==> src/rtl/pwm_timebase_controller_pkg.sv <==
// Shared types and constants for the PWM timebase controller.
// Imported by the interface, the period counter and the top level.
package pwm_timebase_controller_pkg;

    typedef enum logic [1:0] {
        ST_IDLE     = 2'd0,
        ST_RUN      = 2'd1,
        ST_STOPPING = 2'd2
    } state_t;

    localparam int PHASE_IDX_W = 3;
    localparam int PHASE_EXT_W = PHASE_IDX_W + 1;

endpackage

==> src/rtl/pwm_timebase_controller_if.sv <==
// Host-side and pwm-bank-side signal bundle of the timebase controller.
// Write/commit/clear are single-cycle pulses sampled on every rising clock; there is no back-pressure,
// update_ack is a one-cycle registered pulse after each accepted write.
interface pwm_timebase_controller_if
    import pwm_timebase_controller_pkg::*;
#(
    parameter int bitwidth    = 8,
    parameter int phase_count = 3
) ();

    logic                            enable;
    logic [bitwidth-1:0]             period;
    logic                            update_request;
    logic [PHASE_IDX_W-1:0]          update_phase;
    logic [bitwidth-1:0]             update_highside;
    logic [bitwidth-1:0]             update_lowside;
    logic                            update_ack;
    logic                            commit_request;
    logic                            commit_pending;
    logic                            error_clear;
    logic                            error_output;
    logic [bitwidth-1:0]             tick_counter;
    logic                            load_enable;
    logic [phase_count*bitwidth-1:0] tick_count_highside;
    logic [phase_count*bitwidth-1:0] tick_count_lowside;
    logic                            period_start;
    logic                            running;
    state_t                          fsm_state;

    modport master (
        output enable, period, update_request, update_phase, update_highside, update_lowside,
               commit_request, error_clear,
        input  update_ack, commit_pending, error_output, tick_counter, load_enable,
               tick_count_highside, tick_count_lowside, period_start, running, fsm_state
    );

    modport slave (
        input  enable, period, update_request, update_phase, update_highside, update_lowside,
               commit_request, error_clear,
        output update_ack, commit_pending, error_output, tick_counter, load_enable,
               tick_count_highside, tick_count_lowside, period_start, running, fsm_state
    );

endinterface

==> src/rtl/pwm_timebase_controller_period_counter.sv <==
// Shared tick counter and active period register; counts 0..period_active and flags the wrap cycle.
// period_active is only ever reloaded at a wrap, so the counter never runs past a shortened period.
module pwm_timebase_controller_period_counter #(
    parameter int bitwidth       = 8,
    parameter int default_period = 255
) (
    input  logic                clock,
    input  logic                reset,
    input  logic                counting,
    input  logic                wrap_allowed,
    input  logic [bitwidth-1:0] period,
    output logic [bitwidth-1:0] tick_counter,
    output logic [bitwidth-1:0] next_period,
    output logic                at_top,
    output logic                wrap
);

    logic [bitwidth-1:0] period_active;

    // A zero period would make the counter stick at 0, so it is promoted to 1.
    assign next_period = (period == '0) ? bitwidth'(1) : period;
    assign at_top      = (tick_counter == period_active);
    assign wrap        = at_top && wrap_allowed;

    always_ff @(posedge clock or posedge reset) begin
        if (reset) begin
            tick_counter  <= bitwidth'(default_period);
            period_active <= bitwidth'(default_period);
        end else if (wrap) begin
            tick_counter  <= '0;
            period_active <= next_period;
        end else if (counting && !at_top) begin
            tick_counter  <= tick_counter + bitwidth'(1);
        end
    end

endmodule

==> src/rtl/pwm_timebase_controller.sv <==
// Timebase sequencer for a bank of PWM half bridges: run/stop FSM, staging bank,
// atomic commit of staged duty values at period start, and sticky error flag.
module pwm_timebase_controller
    import pwm_timebase_controller_pkg::*;
#(
    parameter int bitwidth       = 8,
    parameter int phase_count    = 3,
    parameter int default_period = 255
) (
    input logic                     clock,
    input logic                     reset,
    pwm_timebase_controller_if.slave bus
);

    state_t                          state, state_next;
    logic [bitwidth-1:0]             tick_counter, next_period;
    logic                            at_top, wrap, counting, wrap_allowed;
    logic [bitwidth-1:0]             stage_hi [phase_count];
    logic [bitwidth-1:0]             stage_lo [phase_count];
    logic [phase_count*bitwidth-1:0] live_hi, live_lo;
    logic                            commit_pending, commit_fire, commit_ok;
    logic                            write_bad, new_error, error_flag;
    logic                            update_ack, load_enable;

    assign counting     = (state != ST_IDLE);
    // Leaving IDLE is itself a wrap; STOPPING only wraps again if enable came back.
    assign wrap_allowed = (state == ST_RUN) || bus.enable;

    pwm_timebase_controller_period_counter #(
        .bitwidth       (bitwidth),
        .default_period (default_period)
    ) u_period_counter (
        .clock        (clock),
        .reset        (reset),
        .counting     (counting),
        .wrap_allowed (wrap_allowed),
        .period       (bus.period),
        .tick_counter (tick_counter),
        .next_period  (next_period),
        .at_top       (at_top),
        .wrap         (wrap)
    );

    always_ff @(posedge clock or posedge reset) begin
        if (reset) state <= ST_IDLE;
        else       state <= state_next;
    end

    always_comb begin
        state_next = state;
        case (state)
            ST_IDLE:     if (bus.enable) state_next = ST_RUN;
            ST_RUN:      if (!bus.enable) state_next = ST_STOPPING;
            ST_STOPPING: begin
                if (bus.enable)  state_next = ST_RUN;
                else if (at_top) state_next = ST_IDLE;
            end
            default:     state_next = ST_IDLE;
        endcase
    end

    // A request arriving on the wrap cycle itself is honoured at that wrap.
    assign commit_fire = wrap && (commit_pending || bus.commit_request);
    assign write_bad   = bus.update_request &&
                         ({1'b0, bus.update_phase} >= PHASE_EXT_W'(phase_count));
    assign new_error   = write_bad || (commit_fire && !commit_ok);

    // Checked against the period that becomes active at this wrap, not the old one.
    always_comb begin
        commit_ok = 1'b1;
        for (int p = 0; p < phase_count; p++) begin
            if (({1'b0, stage_hi[p]} + {1'b0, stage_lo[p]}) > {1'b0, next_period})
                commit_ok = 1'b0;
        end
    end

    always_ff @(posedge clock or posedge reset) begin
        if (reset) begin
            for (int p = 0; p < phase_count; p++) begin
                stage_hi[p] <= '0;
                stage_lo[p] <= '0;
            end
        end else if (bus.update_request) begin
            for (int p = 0; p < phase_count; p++) begin
                if (bus.update_phase == PHASE_IDX_W'(p)) begin
                    stage_hi[p] <= bus.update_highside;
                    stage_lo[p] <= bus.update_lowside;
                end
            end
        end
    end

    // Non-blocking copy reads the staging bank as it was before any same-cycle write.
    always_ff @(posedge clock or posedge reset) begin
        if (reset) begin
            live_hi     <= '0;
            live_lo     <= '0;
            load_enable <= 1'b0;
        end else begin
            load_enable <= commit_fire && commit_ok;
            if (commit_fire && commit_ok) begin
                for (int p = 0; p < phase_count; p++) begin
                    live_hi[p*bitwidth +: bitwidth] <= stage_hi[p];
                    live_lo[p*bitwidth +: bitwidth] <= stage_lo[p];
                end
            end
        end
    end

    always_ff @(posedge clock or posedge reset) begin
        if (reset) begin
            commit_pending <= 1'b0;
            error_flag     <= 1'b0;
            update_ack     <= 1'b0;
        end else begin
            update_ack <= bus.update_request;
            if (commit_fire)             commit_pending <= 1'b0;
            else if (bus.commit_request) commit_pending <= 1'b1;
            if (new_error)               error_flag <= 1'b1;
            else if (bus.error_clear)    error_flag <= 1'b0;
        end
    end

    assign bus.update_ack          = update_ack;
    assign bus.commit_pending      = commit_pending;
    assign bus.error_output        = error_flag;
    assign bus.tick_counter        = tick_counter;
    assign bus.load_enable         = load_enable;
    assign bus.tick_count_highside = live_hi;
    assign bus.tick_count_lowside  = live_lo;
    assign bus.period_start        = counting && (tick_counter == '0);
    assign bus.running             = counting;
    assign bus.fsm_state           = state;

endmodule

==> src/flat_wrapper.sv <==
// flat-port wrapper written by rule: the top's interface ports become plain ports
module pwm_timebase_controller_flat import pwm_timebase_controller_pkg::*;
#(
    parameter int bitwidth       = 8,
    parameter int phase_count    = 3,
    parameter int default_period = 255
)
  (clock, reset, bus_enable, bus_period, bus_update_request, bus_update_phase, bus_update_highside, bus_update_lowside, bus_commit_request, bus_error_clear, bus_update_ack, bus_commit_pending, bus_error_output, bus_tick_counter, bus_load_enable, bus_tick_count_highside, bus_tick_count_lowside, bus_period_start, bus_running, bus_fsm_state);
  pwm_timebase_controller_if #(.bitwidth(bitwidth), .phase_count(phase_count)) bus_i ();
  input logic clock;
  input logic reset;
  input wire logic [$bits(bus_i.enable)-1:0] bus_enable;
  input wire logic [$bits(bus_i.period)-1:0] bus_period;
  input wire logic [$bits(bus_i.update_request)-1:0] bus_update_request;
  input wire logic [$bits(bus_i.update_phase)-1:0] bus_update_phase;
  input wire logic [$bits(bus_i.update_highside)-1:0] bus_update_highside;
  input wire logic [$bits(bus_i.update_lowside)-1:0] bus_update_lowside;
  input wire logic [$bits(bus_i.commit_request)-1:0] bus_commit_request;
  input wire logic [$bits(bus_i.error_clear)-1:0] bus_error_clear;
  output wire logic [$bits(bus_i.update_ack)-1:0] bus_update_ack;
  output wire logic [$bits(bus_i.commit_pending)-1:0] bus_commit_pending;
  output wire logic [$bits(bus_i.error_output)-1:0] bus_error_output;
  output wire logic [$bits(bus_i.tick_counter)-1:0] bus_tick_counter;
  output wire logic [$bits(bus_i.load_enable)-1:0] bus_load_enable;
  output wire logic [$bits(bus_i.tick_count_highside)-1:0] bus_tick_count_highside;
  output wire logic [$bits(bus_i.tick_count_lowside)-1:0] bus_tick_count_lowside;
  output wire logic [$bits(bus_i.period_start)-1:0] bus_period_start;
  output wire logic [$bits(bus_i.running)-1:0] bus_running;
  output wire logic [$bits(bus_i.fsm_state)-1:0] bus_fsm_state;
  assign bus_i.enable = bus_enable;
  assign bus_i.period = bus_period;
  assign bus_i.update_request = bus_update_request;
  assign bus_i.update_phase = bus_update_phase;
  assign bus_i.update_highside = bus_update_highside;
  assign bus_i.update_lowside = bus_update_lowside;
  assign bus_i.commit_request = bus_commit_request;
  assign bus_i.error_clear = bus_error_clear;
  assign bus_update_ack = bus_i.update_ack;
  assign bus_commit_pending = bus_i.commit_pending;
  assign bus_error_output = bus_i.error_output;
  assign bus_tick_counter = bus_i.tick_counter;
  assign bus_load_enable = bus_i.load_enable;
  assign bus_tick_count_highside = bus_i.tick_count_highside;
  assign bus_tick_count_lowside = bus_i.tick_count_lowside;
  assign bus_period_start = bus_i.period_start;
  assign bus_running = bus_i.running;
  assign bus_fsm_state = bus_i.fsm_state;
  pwm_timebase_controller #(.bitwidth(bitwidth), .phase_count(phase_count), .default_period(default_period)) u_core (.clock(clock), .reset(reset), .bus(bus_i));
endmodule
==> config.mk <==
export PLATFORM = sky130hd
export DESIGN_NAME = pwm_timebase_controller_flat
export DESIGN_NICKNAME = d
export VERILOG_FILES = /design/src/rtl/pwm_timebase_controller_pkg.sv /design/src/rtl/pwm_timebase_controller_if.sv /design/src/rtl/pwm_timebase_controller_period_counter.sv /design/src/rtl/pwm_timebase_controller.sv /design/src/flat_wrapper.sv
export SDC_FILE = /design/constraint.sdc
export NUM_CORES = 1
export LEC_CHECK = 0
export ABC_AREA = 1
export BUFFER_PORTS_ARGS = -buffer_cell sky130_fd_sc_hd__buf_2
export CAP_MARGIN = 30
export CORE_MARGIN = 2
export CORE_UTILIZATION = 50
export CTS_CLUSTER_DIAMETER = 80
export DETAILED_ROUTE_END_ITERATION = 7
export PLACE_DENSITY = 0.77
export SLEW_MARGIN = 30
export SYNTH_ARGS = -nofsm -noshare
export SYNTH_HDL_FRONTEND = slang
export SYNTH_SLANG_ARGS = --single-unit
==> constraint.sdc <==
create_clock -name clock -period 3.47 [get_ports clock]
set_clock_uncertainty 0.15 [all_clocks]
set_input_delay 0.347 -clock clock [delete_from_list [all_inputs] [get_ports clock]]
set_output_delay 0.347 -clock clock [all_outputs]
set_load 0.02 [all_outputs]
# Yosys cells after proc, flatten, opt, wreduce, memory -nomap -nowiden
# Cells that the tools add are included.
[totals] reg_bits=118 latchBits=0 ram_bits=0 romBits=0 inputBits=33 out_inout_bits=64 word_cells=70 n_memories=0
[classes] n_addsub=4 mul=0 div=0 n_lt_le_gt_ge=4 n_eq_ne=8 shift=0 muxes=15 bitwise_logic=0 n_reduce_logical=24
[op_table] op="adder 8 x 8 -> 9 bit" n=3
[op_table] op="> comparator 9 x 8 -> 1 bit" n=3
[op_table] op="2-to-1 mux 8 bit" n=3
[op_table] op="zero test 8 bit" n=2
[op_table] op="adder 8 x 1 -> 8 bit, second input constant" n=1
[op_table] op="equality test 8 bit" n=1
[op_table] op="2-to-1 mux 2 bit" n=4
[op_table] op="nonzero test 2 bit" n=4
[op_table] op="logical AND 1 bit" n=7
[op_table] op="2-to-1 mux 1 bit" n=7
[op_table] op="one-hot mux 2 bit (3 select lines)" n=1
[op_table] op="AND reduction 2 bit" n=3
[op_table] op="!= test 2 bit, second input constant" n=2
[op_table] op="equality test 3 x 1 -> 1 bit, second input constant" n=1
[op_table] op="equality test 3 x 2 -> 1 bit, second input constant" n=1
[op_table] op=">= comparator 3 x 2 -> 1 bit, second input constant" n=1
[op_table] op="zero test 3 bit" n=1
[op_table] op="logical OR 1 bit" n=3
[op_table] op="!= test 3 bit, second input constant" n=1
[op_table] op="AND reduction 3 bit" n=1
[op_table] op="equality test 2 x 1 -> 1 bit, second input constant" n=1
[op_table] op="equality test 2 bit, second input constant" n=1
[op_table] op="zero test 1 bit" n=2
[op_table] op="zero test 2 bit" n=1

# Depth between registers and ports, before layout
# Gate-level depths: netlist of run 1.
[logic_depth] depth_word=10 ltp_mapped=22

# Hierarchy
# A second synthesis of run 1 with hierarchy kept.
[hier_totals] cells_unflattened=794 hier_area_um2=6528.8
[by_module_without_submodules] mod="pwm_timebase_controller" instances=1 cells_each=667 area_per_inst_um2=5516.5 seq_area_each_um2=2552.4
[by_module_without_submodules] mod="pwm_timebase_controller_period_counter" instances=1 cells_each=127 area_per_inst_um2=1012.2 seq_area_each_um2=420.4

# Worst setup path after synthesis of run 1
# OpenSTA, ideal clock, no wires.
[synth_timing] path_kind="reg2reg" from="register u_core.stage_lo[16] (netlist name)" to="register u_core.live_hi[9], in the netlist u_core.bus.tick_count_highside[9]" setup_time_ns=0.066 arrival_time_ns=2.825 required_time_ns=3.254 setup_slack_ns=0.430 path_stages_with_launch=20 synth_period_minus_slack_ns=3.040 cell_sequence="dfrtp_1 > ha_1 > inv_1 > fa_1 > nand3b_1 > nand2_1 > xor2_1 > inv_1 > ha_1 > nand2_1 > nor2_1 > nand2_1 > nand2_1 > o21ai_1 > a21oi_1 > a21oi_1 > buf_2 > buf_2 > nand4_1 > nand2_1"
[synth_via] elab_chain_len=6
[synth_lines] item="start: declaration" line_no="pwm_timebase_controller.sv:19" source="logic [bitwidth-1:0] stage_lo [phase_count];"
[synth_lines] item="start signal: indexed assignment" line_no="pwm_timebase_controller.sv:87" source="stage_lo[p] <= bus.update_lowside;"
[synth_lines] item="adder 8 x 8 -> 9 bit" line_no="pwm_timebase_controller.sv:72" source="if (({1'b0, stage_hi[p]} + {1'b0, stage_lo[p]}) > {1'b0, next_period})"
[synth_lines] item="> comparator 9 x 8 -> 1 bit" line_no="pwm_timebase_controller.sv:72"
[synth_lines] item="2-to-1 mux 1 bit (3 in a row)" line_no="pwm_timebase_controller.sv:72"
[synth_lines] item="logical AND 1 bit" line_no="pwm_timebase_controller.sv:101" source="if (commit_fire && commit_ok) begin"
[synth_lines] item="end signal: indexed assignment" line_no="pwm_timebase_controller.sv:103" source="live_hi[p*bitwidth +: bitwidth] <= stage_hi[p];"
[synth_lines] item="end: declaration" line_no="pwm_timebase_controller.sv:20" source="logic [phase_count*bitwidth-1:0] live_hi, live_lo;"
# No other way between the ends.
# A chain may end at the register's enable or synchronous reset.

# Worst setup path after layout of run 1
[layout_timing] from="register u_core.stage_lo[0] (netlist name)" to="register u_core.live_hi[8], in the netlist u_core.bus.tick_count_highside[8]"
[layout_via] elab_chain_len=4
[layout_lines] item="adder 8 x 8 -> 9 bit" line_no="pwm_timebase_controller.sv:72"
[layout_lines] item="> comparator 9 x 8 -> 1 bit" line_no="pwm_timebase_controller.sv:72"
[layout_lines] item="2-to-1 mux 1 bit" line_no="pwm_timebase_controller.sv:72"
[layout_lines] item="logical AND 1 bit" line_no="pwm_timebase_controller.sv:101"
# No other way between the ends.

==> key figures, run 1 <==
Run status
  – Status: finished clean

Worst setup path
  – CP Class: register to register
  – Top delay family on crit path: adder cells
  – CP Capture Type: register
  – Crit path cell chain: ha_2, inv_1, fa_1, nor2_1, nor2_1, nor2_1, a21oi_1, xnor2_1, ha_1, a21o_1, a21oi_1, a21oi_2, nor2_4, nand4_1, buf_4, clkbuf_4, nand2_1, nand2_1
  – Max incr delay on CP: 0.39 ns
  – Critical path startpoint category: register
  – Cell repeated most along the worst path: nor2_1
  – Worst EP required: 3.62 ns
  – Reg-to-reg slack, setup: 0.20 ns
  – Buffer and inverter count on the worst path: 3
  – Critical Path AT: 3.42 ns
  – Crit path max fanout: 10
  – Crit-path slowest cell: fa_1

Global routing
  – Total grt overflow: 0
  – Initial antenna violation count: 0
  – Largest net degree at the start of global routing: 53
  – Via count of the first global-routing pass: 5546
  – Total track usage: 24.9%
  – First-pass GRT wire length: 27.4 mm

Die
  – Die footprint: 0.0139 sq mm
  – IO Pins: 97
  – Die Ht: 118 um
  – Starting Density: 51.3%
  – Die X: 118 um
  – Rows: 41
  – Core area: 0.0127 sq mm

STA
  – Max Slew Vio Count: 0
  – Final Cycle Share: 94.2%
  – Min Tclk post-route: 3.27 ns
  – Final setup fails: 0
  – Relative slew slack: 49.8%
  – Max Fclk: 306 MHz
  – Unrepaired setup endpoints after global routing: no
  – Setup TNS: 0 ns
  – Slew of the pin with the lowest slew margin: 0.752 ns
  – Hold Violations, Final: 0

Clock network
  – Max clock buf depth: 2
  – CTS H-tree lvls: 4
  – Sink Count: 118
  – Root Driver: clkbuf_16
  – CTS Buf Count: 17
  – TritonCTS clock tree: built
  – Skew-Pair Late Insertion Delay: 0.42 ns
  – Clk pin slew, worst setup/hold paths: 0.06 ns

Synth
  – Flops & latches, synth: 118
  – Mapped Cells: 786
  – Yosys warnings: 0
  – Cell area after synthesis: 0.00650 sq mm
  – Post-synth EDFFs: 0
  – Post-synth ARST share: 100%
  – Post-synth cell types: 33
  – Post-Syn Area per Cell: 8.27 sq um
  – Register area share after synthesis: 45.7%
  – Synth Flop Type: dfrtp_1
  – Syn Nets: 872

Place
  – HPWL Detailed: 12.1 mm
  – IO buf count: 96
  – RePlAce Congestion: 0.904
  – Dpl cells: 1035

Final layout
  – Share of cells above drive strength 1: 19.5%
  – Fill cell count: 1081
  – Non-Filler Instances: 1073
  – Most common cell after layout, fill and taps aside: nand2_1
  – Most frequent cells in the layout: nand2_1, inv_1, dfrtp_1, buf_2, o21ai_0
  – Ant. Diodes: 0
  – Synth-to-layout area growth: 20.7%
  – Register area: 0.00297 sq mm
  – Area of the multi-input gates: 0.00304 sq mm
  – Final Net Count: 974

Power and ir drop
  – P_leak: 0.00435 uW
  – Pwr Density: 752 mW/mm^2
  – Max VDD drop: 0.000483 V

Detailed routing
  – Initial DRC Count: 456
  – Initial DRT Pass Iterations: 7
  – Drt drc: 0
  – Final wirelength: 17.0 mm
  – Drt via density: 5.37
  – Routed Antenna Nets: 0
  – DR WL/cell: 15.8 um
  – DR vias: 5764

Hold path
  – HP Class: input pin to register

Flow run
  – MaxCap Viol Count: 0
[where the power goes]
group | total [uW] | switching (uW) | internal (uW)
clock network | 1620 | 695 | 927
logic | 2330 | 1490 | 842
registers | 1940 | 247 | 1690
[layout make-up]
cell class	instances	share of cell area, %
flip-flops and latches	118	37.9
inverters	106	5.12
well taps	172	2.74
clock inverters	15	1.53
clock buffers	17	5.42
repair buffers	114	8.56
multi-input cells	531	38.7
[worst reg2reg max path, cell delays in order (launching register included)]
cell	delay, ns
dfrtp_1	0.38
ha_2	0.20
inv_1	0.05
fa_1	0.39
nor2_1	0.12
nor2_1	0.08
nor2_1	0.09
a21oi_1	0.08
xnor2_1	0.20
ha_1	0.28
a21o_1	0.17
a21oi_1	0.16
a21oi_2	0.10
nor2_4	0.11
nand4_1	0.09
buf_4	0.17
clkbuf_4	0.20
nand2_1	0.07
nand2_1	0.05
[cells by family (layout without fill, tap and decap cells)]
family | count (synthesis) | in the layout | synth area share, %
and+or+nand+nor | 343 | 343 | 23.3
buffers and inverters | 137 | 252 | 8.22
adders and majority gates | 53 | 53 | 10.5
AOI/OAI and AO/OA | 112 | 112 | 9.09
DFF | 118 | 118 | 45.7
xor gates and xnor gates | 23 | 23 | 3.10
[cells in the mapped netlist, types with 7 or more instances]
master    instances  share of area, %
nand4_1          58               5.6
nand2_1         228                13
buf_2             7              0.54
nand3_1          23               1.8
dfstp_2          16               6.5
ha_1             50               9.6
o21ai_0          69               5.3
nor2_1           20               1.2
xor2_1           14               1.9
xnor2_1           9               1.2
a21oi_1          30               2.3
clkbuf_1         22               1.3
dfrtp_1         102                39
inv_1           103               5.9
[registers in the layout (all words and copies together) (netlist names)]
signal and count:
u_core.bus.update_ack 1, u_core.u_period_counter.period_active 8, u_core.bus.load_enable 1, u_core.bus.tick_count_highside 24, u_core.stage_hi 24, u_core.u_period_counter.tick_counter 8
u_core.bus.error_output 1, u_core.bus.fsm_state 2, u_core.bus.tick_count_lowside 24, u_core.bus.commit_pending 1, u_core.stage_lo 24
[timing repair]
item | CTS | global route
setup buffers | 0 | 2
endpoints found under the setup margin | 0 | 50
hold buffers | 3 | 0
gates resized for setup | 0 | 16
endpoints found under the hold margin | 35 | 0
[per-layer routing]
| layer | track usage, % | part of all wire [%] |
|---|---|---|
| met5 | 0 | 0 |
| met4 | 10.6 | 2.6 |
| met3 | 5.86 | 7.6 |
| met2 | 38.4 | 46 |
| met1 | 33.7 | 44 |
[worst paths after layout]
kind	start	to	depth (start not counted)
min in group asynchronous	reset	u_core.bus.tick_count_highside[12]	3
max	u_core.stage_lo[0]	u_core.bus.tick_count_highside[8]	18
max in group asynchronous	reset	u_core.bus.tick_count_highside[4]	4
min reg2reg	u_core.bus.tick_count_lowside[23]	u_core.bus.tick_count_lowside[23]	2
min	bus_commit_request	u_core.bus.commit_pending	3
max reg2reg	u_core.stage_lo[0]	u_core.bus.tick_count_highside[8]	18
[through the flow]
stage | hold slack, ns | worst slack, ns | power (uW) | area (sq um) | utilization [%]
6_report | 0.0128 | 0.201 | 5900 | 7850 | 61.9
5_1_grt | 0.0593 | 0.00120 | 6300 | 7850 | 61.9
4_1_cts | 0.0113 | 0.102 | 5790 | 7760 | 61.2
3_5_place_dp | 0.312 | 0.157 | 4150 | 7180 | 56.7
3_3_place_gp | 0.308 | 0.199 | 4080 | 7180 | 56.7
2_1_floorplan | 0.228 | 0.430 | 3520 | 6500 | -
No activity file was read; power rests on OpenSTA's default activity.
==> inputs of run 2 (changes only) <==
--- a/config.mk
+++ b/config.mk
@@ -6,13 +6,14 @@
 export NUM_CORES = 1
 export LEC_CHECK = 0
 export ABC_AREA = 1
+export ABC_CLOCK_PERIOD_IN_PS = 3470
 export BUFFER_PORTS_ARGS = -buffer_cell sky130_fd_sc_hd__buf_2
 export CAP_MARGIN = 30
 export CORE_MARGIN = 2
-export CORE_UTILIZATION = 50
+export CORE_UTILIZATION = 52
 export CTS_CLUSTER_DIAMETER = 80
 export DETAILED_ROUTE_END_ITERATION = 7
-export PLACE_DENSITY = 0.77
+export PLACE_DENSITY_LB_ADDON = 0.25
 export SLEW_MARGIN = 30
 export SYNTH_ARGS = -nofsm -noshare
 export SYNTH_HDL_FRONTEND = slang
==> key figures, run 2 (same netlist as run 1, synthesis figures left out) <==
Run status
  – Status: finished clean

Die
  – Die Ht: 116 um
  – IO Pins: 97
  – Rows: 40
  – Die footprint: 0.0134 sq mm
  – Die X: 116 um
  – Starting Density: 53.7%
  – Core area: 0.0121 sq mm

Worst setup path
  – Worst EP required: 3.63 ns
  – Cell count of the worst reg-to-reg path: 18
  – Crit path max fanout: 24
  – Critical path startpoint category: register
  – CP Class: register to register
  – Reg-to-reg slack, setup: 0.16 ns
  – Critical Path AT: 3.47 ns
  – CP Capture Type: register

Clock network
  – Skew-Pair Late Insertion Delay: 0.42 ns
  – Root Driver: clkbuf_16
  – CTS Buf Count: 17
  – Clk pin slew, worst setup/hold paths: 0.06 ns
  – Sink Count: 118
  – Max clock buf depth: 2
  – CTS H-tree lvls: 4
  – TritonCTS clock tree: built

Detailed routing
  – Drt drc: 0
  – Initial DRT Pass Iterations: 5
  – Drt via density: 5.37
  – DR vias: 5727
  – Initial DRC Count: 402
  – DR WL/cell: 16.1 um
  – Final wirelength: 17.2 mm
  – Routed Antenna Nets: 0

Final layout
  – Most frequent cells in the layout: nand2_1, inv_1, dfrtp_1, buf_2, o21ai_0
  – Fill cell count: 1004
  – Final Net Count: 972
  – Ant. Diodes: 0
  – Non-Filler Instances: 1067
  – Area of the multi-input gates: 0.00303 sq mm
  – Synth-to-layout area growth: 22.1%
  – Register area: 0.00297 sq mm
  – Utilization after layout: 65.5%
  – Most common cell after layout, fill and taps aside: nand2_1
  – Share of cells above drive strength 1: 19.2%

STA
  – Setup TNS: 0 ns
  – Max Slew Vio Count: 0
  – Min Tclk post-route: 3.31 ns
  – Final setup fails: 0
  – Final Cycle Share: 95.4%
  – Relative slew slack: 55.9%
  – Max Fclk: 302 MHz
  – WHS: 0.0198 ns
  – Slew of the pin with the lowest slew margin: 0.662 ns
  – Hold Violations, Final: 0

Power and ir drop
  – Overall power: 6160 uW
  – Pwr Density: 775 mW/mm^2
  – P_leak: 0.00440 uW
  – Max VDD drop: 0.000376 V

Hold path
  – HP Class: input pin to register
  – Hold depth: 3

Global routing
  – Initial antenna violation count: 1
  – Total track usage: 27.1%
  – Largest net degree at the start of global routing: 119
  – First-pass GRT wire length: 27.5 mm
  – Via count of the first global-routing pass: 5457
  – Total grt overflow: 0

Flow run
  – MaxCap Viol Count: 0

Place
  – RePlAce Congestion: 0.963
  – Dpl cells: 1027
  – HPWL Detailed: 12.2 mm
  – IO buf count: 96
run 2: cell count changes in the layout (fill, tap and decap cells not counted), moves of 2 or more:
| cell | previous run | this run |
|---|---|---|
| buf_6 | 3 | 0 |
| bufinv_16 | 0 | 4 |
| clkbuf_8 | 0 | 3 |
| inv_6 | 6 | 1 |
| buf_8 | 0 | 2 |
run 2: final cells by class:
cell class / count / share of cell area, %
Multi-Input combinational cell: 531 / 38.2
Inverter: 106 / 5.06
Clock buffer: 21 / 5.93
Timing Repair Buffer: 112 / 8.54
Sequential cell: 118 / 37.4
Tap cell: 168 / 2.65
Clock inverter: 11 / 2.16
run 2: worst paths after layout:
| check | start | to |
|---|---|---|
| worst max register to register | u_core.stage_hi[0] | u_core.bus.tick_count_highside[4] |
| max in group asynchronous | reset | u_core.bus.commit_pending |
| worst max-delay path | u_core.stage_hi[0] | u_core.bus.tick_count_highside[4] |
| min in group asynchronous | reset | u_core.bus.tick_count_lowside[11] |
| worst min-delay path | bus_commit_request | u_core.bus.commit_pending |
| worst min register to register | u_core.bus.tick_count_highside[7] | u_core.bus.tick_count_highside[7] |
run 2: stage by stage:
step           cell area (sq um)  setup WS, ns
2_1_floorplan               6500         0.430
3_3_place_gp                7150         0.223
3_5_place_dp                7160         0.190
4_1_cts                     7840         0.170
5_1_grt                     7940       -0.0263
6_report                    7940         0.158
run 2: power by group:
part	leakage (uW)	switching (uW)	internal, uW	total [uW]
combinational	0.00259	1480	825	2310
sequential	0.00150	268	1690	1960
clock	0.000310	631	1260	1890
run 2: timing repair:
action / in CTS / in global routing
endpoints found under the setup margin: 0 / 48
resized for setup: 0 / 12
hold endpoints to repair: 71 / 0
hold buffers: 3 / 0
setup buffers: 0 / 4
run 2: per-layer routing:
metal	vias to the layer above	wire length [um]	GRT usage, %
met1	2735	7730	36.9
met3	31	1040	5.65
met5	-	0	0
li1	2782	-	-
met2	179	8080	43.0
met4	0	368	10.2
run 2: critical path, stage by stage (launching register included):
cell,delay (ns)
dfrtp_1,0.38
ha_2,0.19
inv_1,0.07
fa_2,0.37
nor2_1,0.12
nor2_1,0.08
nor2_1,0.09
a21oi_1,0.07
xnor2_1,0.19
ha_1,0.27
a21o_1,0.17
a21oi_2,0.11
a21oi_1,0.08
nor2_2,0.20
nand4_1,0.15
buf_4,0.20
buf_8,0.16
nand2_1,0.08
nand2_1,0.06
==> inputs of run 3 (changes only) <==
--- a/config.mk
+++ b/config.mk
@@ -5,7 +5,6 @@
 export SDC_FILE = /design/constraint.sdc
 export NUM_CORES = 1
 export LEC_CHECK = 0
-export ABC_AREA = 1
 export ABC_CLOCK_PERIOD_IN_PS = 3470
 export BUFFER_PORTS_ARGS = -buffer_cell sky130_fd_sc_hd__buf_2
 export CAP_MARGIN = 30
@@ -14,7 +13,7 @@
 export CTS_CLUSTER_DIAMETER = 80
 export DETAILED_ROUTE_END_ITERATION = 7
 export PLACE_DENSITY_LB_ADDON = 0.25
-export SLEW_MARGIN = 30
+export SLEW_MARGIN = 20
 export SYNTH_ARGS = -nofsm -noshare
 export SYNTH_HDL_FRONTEND = slang
 export SYNTH_SLANG_ARGS = --single-unit
==> key figures, run 3 <==
Worst setup path
  – Worst EP required: 3.62 ns
  – CP Capture Type: register
  – Crit-path slowest cell: dfrtp_1
  – Critical path startpoint category: register
  – Critical Path AT: 4.00 ns
  – Crit path cell chain: ha_1, inv_1, fa_1, nor2b_2, o31ai_2, a21boi_1, ha_1, nand4_1, o221ai_1, a221o_1, a22oi_2, nand4_1, buf_6, buf_12, mux2_4
  – Crit path max fanout: 14
  – Max incr delay on CP: 0.38 ns
  – CP Class: register to register

Power and ir drop
  – Combinational Power Share: 37.1%
  – Switching Fraction: 33.1%
  – Clk pwr share: 30.1%
  – Max VDD drop: 0.000420 V
  – P_leak: 0.00410 uW
  – Sw Pwr: 1840 uW
  – Pwr Density: 699 mW/mm^2
  – Pint: 3720 uW
  – Seq pwr share: 32.8%

Die
  – Die footprint: 0.0128 sq mm
  – Core area: 0.0115 sq mm
  – Starting Density: 53.7%
  – Rows: 39
  – Die Ht: 113 um
  – Die X: 113 um
  – IO Pins: 97

STA
  – Relative slew slack: 57.9%
  – Max Fclk: 260 MHz
  – Final setup fails: 50
  – Hold Violations, Final: 0
  – WHS: 0.0343 ns
  – Unrepaired setup endpoints after global routing: yes
  – Setup TNS: -16.30 ns
  – PnR worst setup slack: -0.373 ns
  – Slew of the pin with the lowest slew margin: 0.631 ns
  – Min Tclk post-route: 3.84 ns
  – Final Cycle Share: 111%
  – Max Slew Vio Count: 0

Synth
  – Synth Flop Type: dfrtp_1
  – Post-synth cell types: 55
  – Post-Syn Area per Cell: 12.7 sq um
  – Synth cell count leaders: dfrtp_1, mux2_2, ha_1
  – Flops & latches, synth: 118
  – Mapped Cells: 486
  – Post-synth top area share: 41.3%
  – Synth area leaders: dfrtp_1, mux2_2, ha_1
  – Post-synth ARST share: 100%
  – Syn Nets: 572
  – Yosys warnings: 0
  – Area leader, netlist: dfrtp_1
  – Cell area after synthesis: 0.00618 sq mm
  – Post-synth EDFFs: 0
  – Register area share after synthesis: 48.1%
  – Count leader, synth: dfrtp_1

Global routing
  – Total track usage: 23.8%
  – GR Util met2: 39.5%
  – Via count of the first global-routing pass: 4664
  – First-pass GRT wire length: 23.3 mm
  – Largest net degree at the start of global routing: 69
  – Initial antenna violation count: 0
  – Busiest grt layer: met2
  – M1 GR Usage: 30.7%
  – Total grt overflow: 0
  – Met3 Use GR: 5.36%

Final layout
  – Fill cell count: 830
  – Ant. Diodes: 0
  – Share of cells above drive strength 1: 47.9%
  – Synth-to-layout area growth: 28.7%
  – Final Net Count: 735
  – Final instance area: 0.00796 sq mm
  – Most frequent cells in the layout: dfrtp_1, buf_2, mux2_2, buf_4, ha_1
  – Most common cell after layout, fill and taps aside: dfrtp_1

Place
  – Placement Cell Area: 0.00722 sq mm
  – HPWL Detailed: 10.2 mm
  – Setup WS pre-CTS: -0.540 ns
  – RePlAce Congestion: 0.836
  – IO buf count: 96

Clock network
  – CTS Buf Count: 17
  – Clk pin slew, worst setup/hold paths: 0.05 ns
  – CTS H-tree lvls: 4
  – Max clock buf depth: 2
  – TritonCTS clock tree: built
  – Sink Count: 118
  – Root Driver: clkbuf_16
  – Skew-Pair Late Insertion Delay: 0.42 ns

Hold path
  – HP Class: input pin to register

Run status
  – Failing checks: design-rule violations, negative setup slack
  – Status: complete, but fails checks

Detailed routing
  – Drt drc: 8
  – Final wirelength: 14.5 mm
  – DR vias: 4377
  – Initial DRT Pass Iterations: 6
  – Routed Antenna Nets: 0
  – Drt via density: 5.44
  – Initial DRC Count: 234
  – DR WL/cell: 18.0 um

Flow run
  – MaxCap Viol Count: 0
run 3: changes by cell type in the layout (fill, tap and decap cells not counted), sizes merged, moves of 46 or more:
| cell | previous run | this run |
|---|---|---|
| nand2 | 228 | 12 |
| mux2 | 0 | 99 |
| inv | 106 | 28 |
| o21ai | 70 | 10 |
| nand4 | 59 | 8 |
| buf | 108 | 154 |
run 3: worst paths after layout:
path	startpoint	endpoint	slack, ns	depth (start not counted)
setup reg to reg	u_core.stage_lo[16]	u_core.bus.tick_count_highside[7]	-0.37	15
hold / removal	bus_commit_request	u_core.bus.commit_pending	0.03	3
min in group asynchronous	reset	u_core.bus.tick_count_highside[1]	0.43	4
hold reg to reg	u_core.bus.tick_count_lowside[8]	u_core.bus.tick_count_lowside[8]	0.35	1
setup / recovery	u_core.stage_lo[16]	u_core.bus.tick_count_highside[7]	-0.37	15
max in group asynchronous	reset	u_core.bus.tick_count_highside[22]	2.18	4
run 3: cell families after synthesis:
family,synth area share [%]
and+or+nand+nor,7.08
DFF,48.1
adders and majority gates,11.1
muxes,19.2
buffers and inverters,3.03
AOI/OAI and AO/OA,7.38
xor gates and xnor gates,4.11
run 3: power by group through the flow:
stage	Combinational, uW	Sequential (uW)	Clock [uW]
global placement	1810	1830	0
floorplan	1210	1840	0
finish	2060	1830	1670
global route	2270	1850	1750
detailed placement	1870	1850	0
CTS	2010	1830	1700
run 3: critical path, delay by kind of cell (launching register included):
| family | cells | cell delay (ns) |
|---|---|---|
| AO/OA/AOI/OAI | 5 | 1.32 |
| adder cells (fa/ha/maj) | 3 | 0.77 |
| buffers and inverters | 3 | 0.42 |
| flip-flops | 1 | 0.38 |
| multiplexers | 1 | 0.30 |
| AND/OR/NAND/NOR | 3 | 0.37 |
run 3: repair_timing:
action / in CTS / in global routing
hold buffers: 3 / 0
setup buffers: 6 / 1
endpoints found under the hold margin: 70 / 0
gates cloned: 2 / 0
endpoints found under the setup margin: 50 / 50
pin swaps: 2 / 1
gates resized for setup: 10 / 8
run 3: layout make-up:
cell class | instances | area, sq um | share of cell area, %
well taps | 143 | 179 | 2.25
clock buffers | 24 | 492 | 6.18
multi-input cells | 326 | 3110 | 39.1
repair buffers | 157 | 1020 | 12.8
flip-flops and latches | 118 | 2970 | 37.3
inverters | 29 | 113 | 1.41
clock inverters | 8 | 72.6 | 0.912
run 3: routing by layer:
metal	wire length, um	share of wire [%]
met4	235	1.6
met5	0	0
met1	6480	45
met3	655	4.5
met2	7120	49
run 3: through the flow:
step	power [uW]	util, %	std cells
after floorplan	3060	-	486
after global placement	3640	62.7	762
after detailed placement	3710	62.7	762
after CTS	5530	69.0	805
after global routing	5880	69.1	805
final	5560	69.1	805
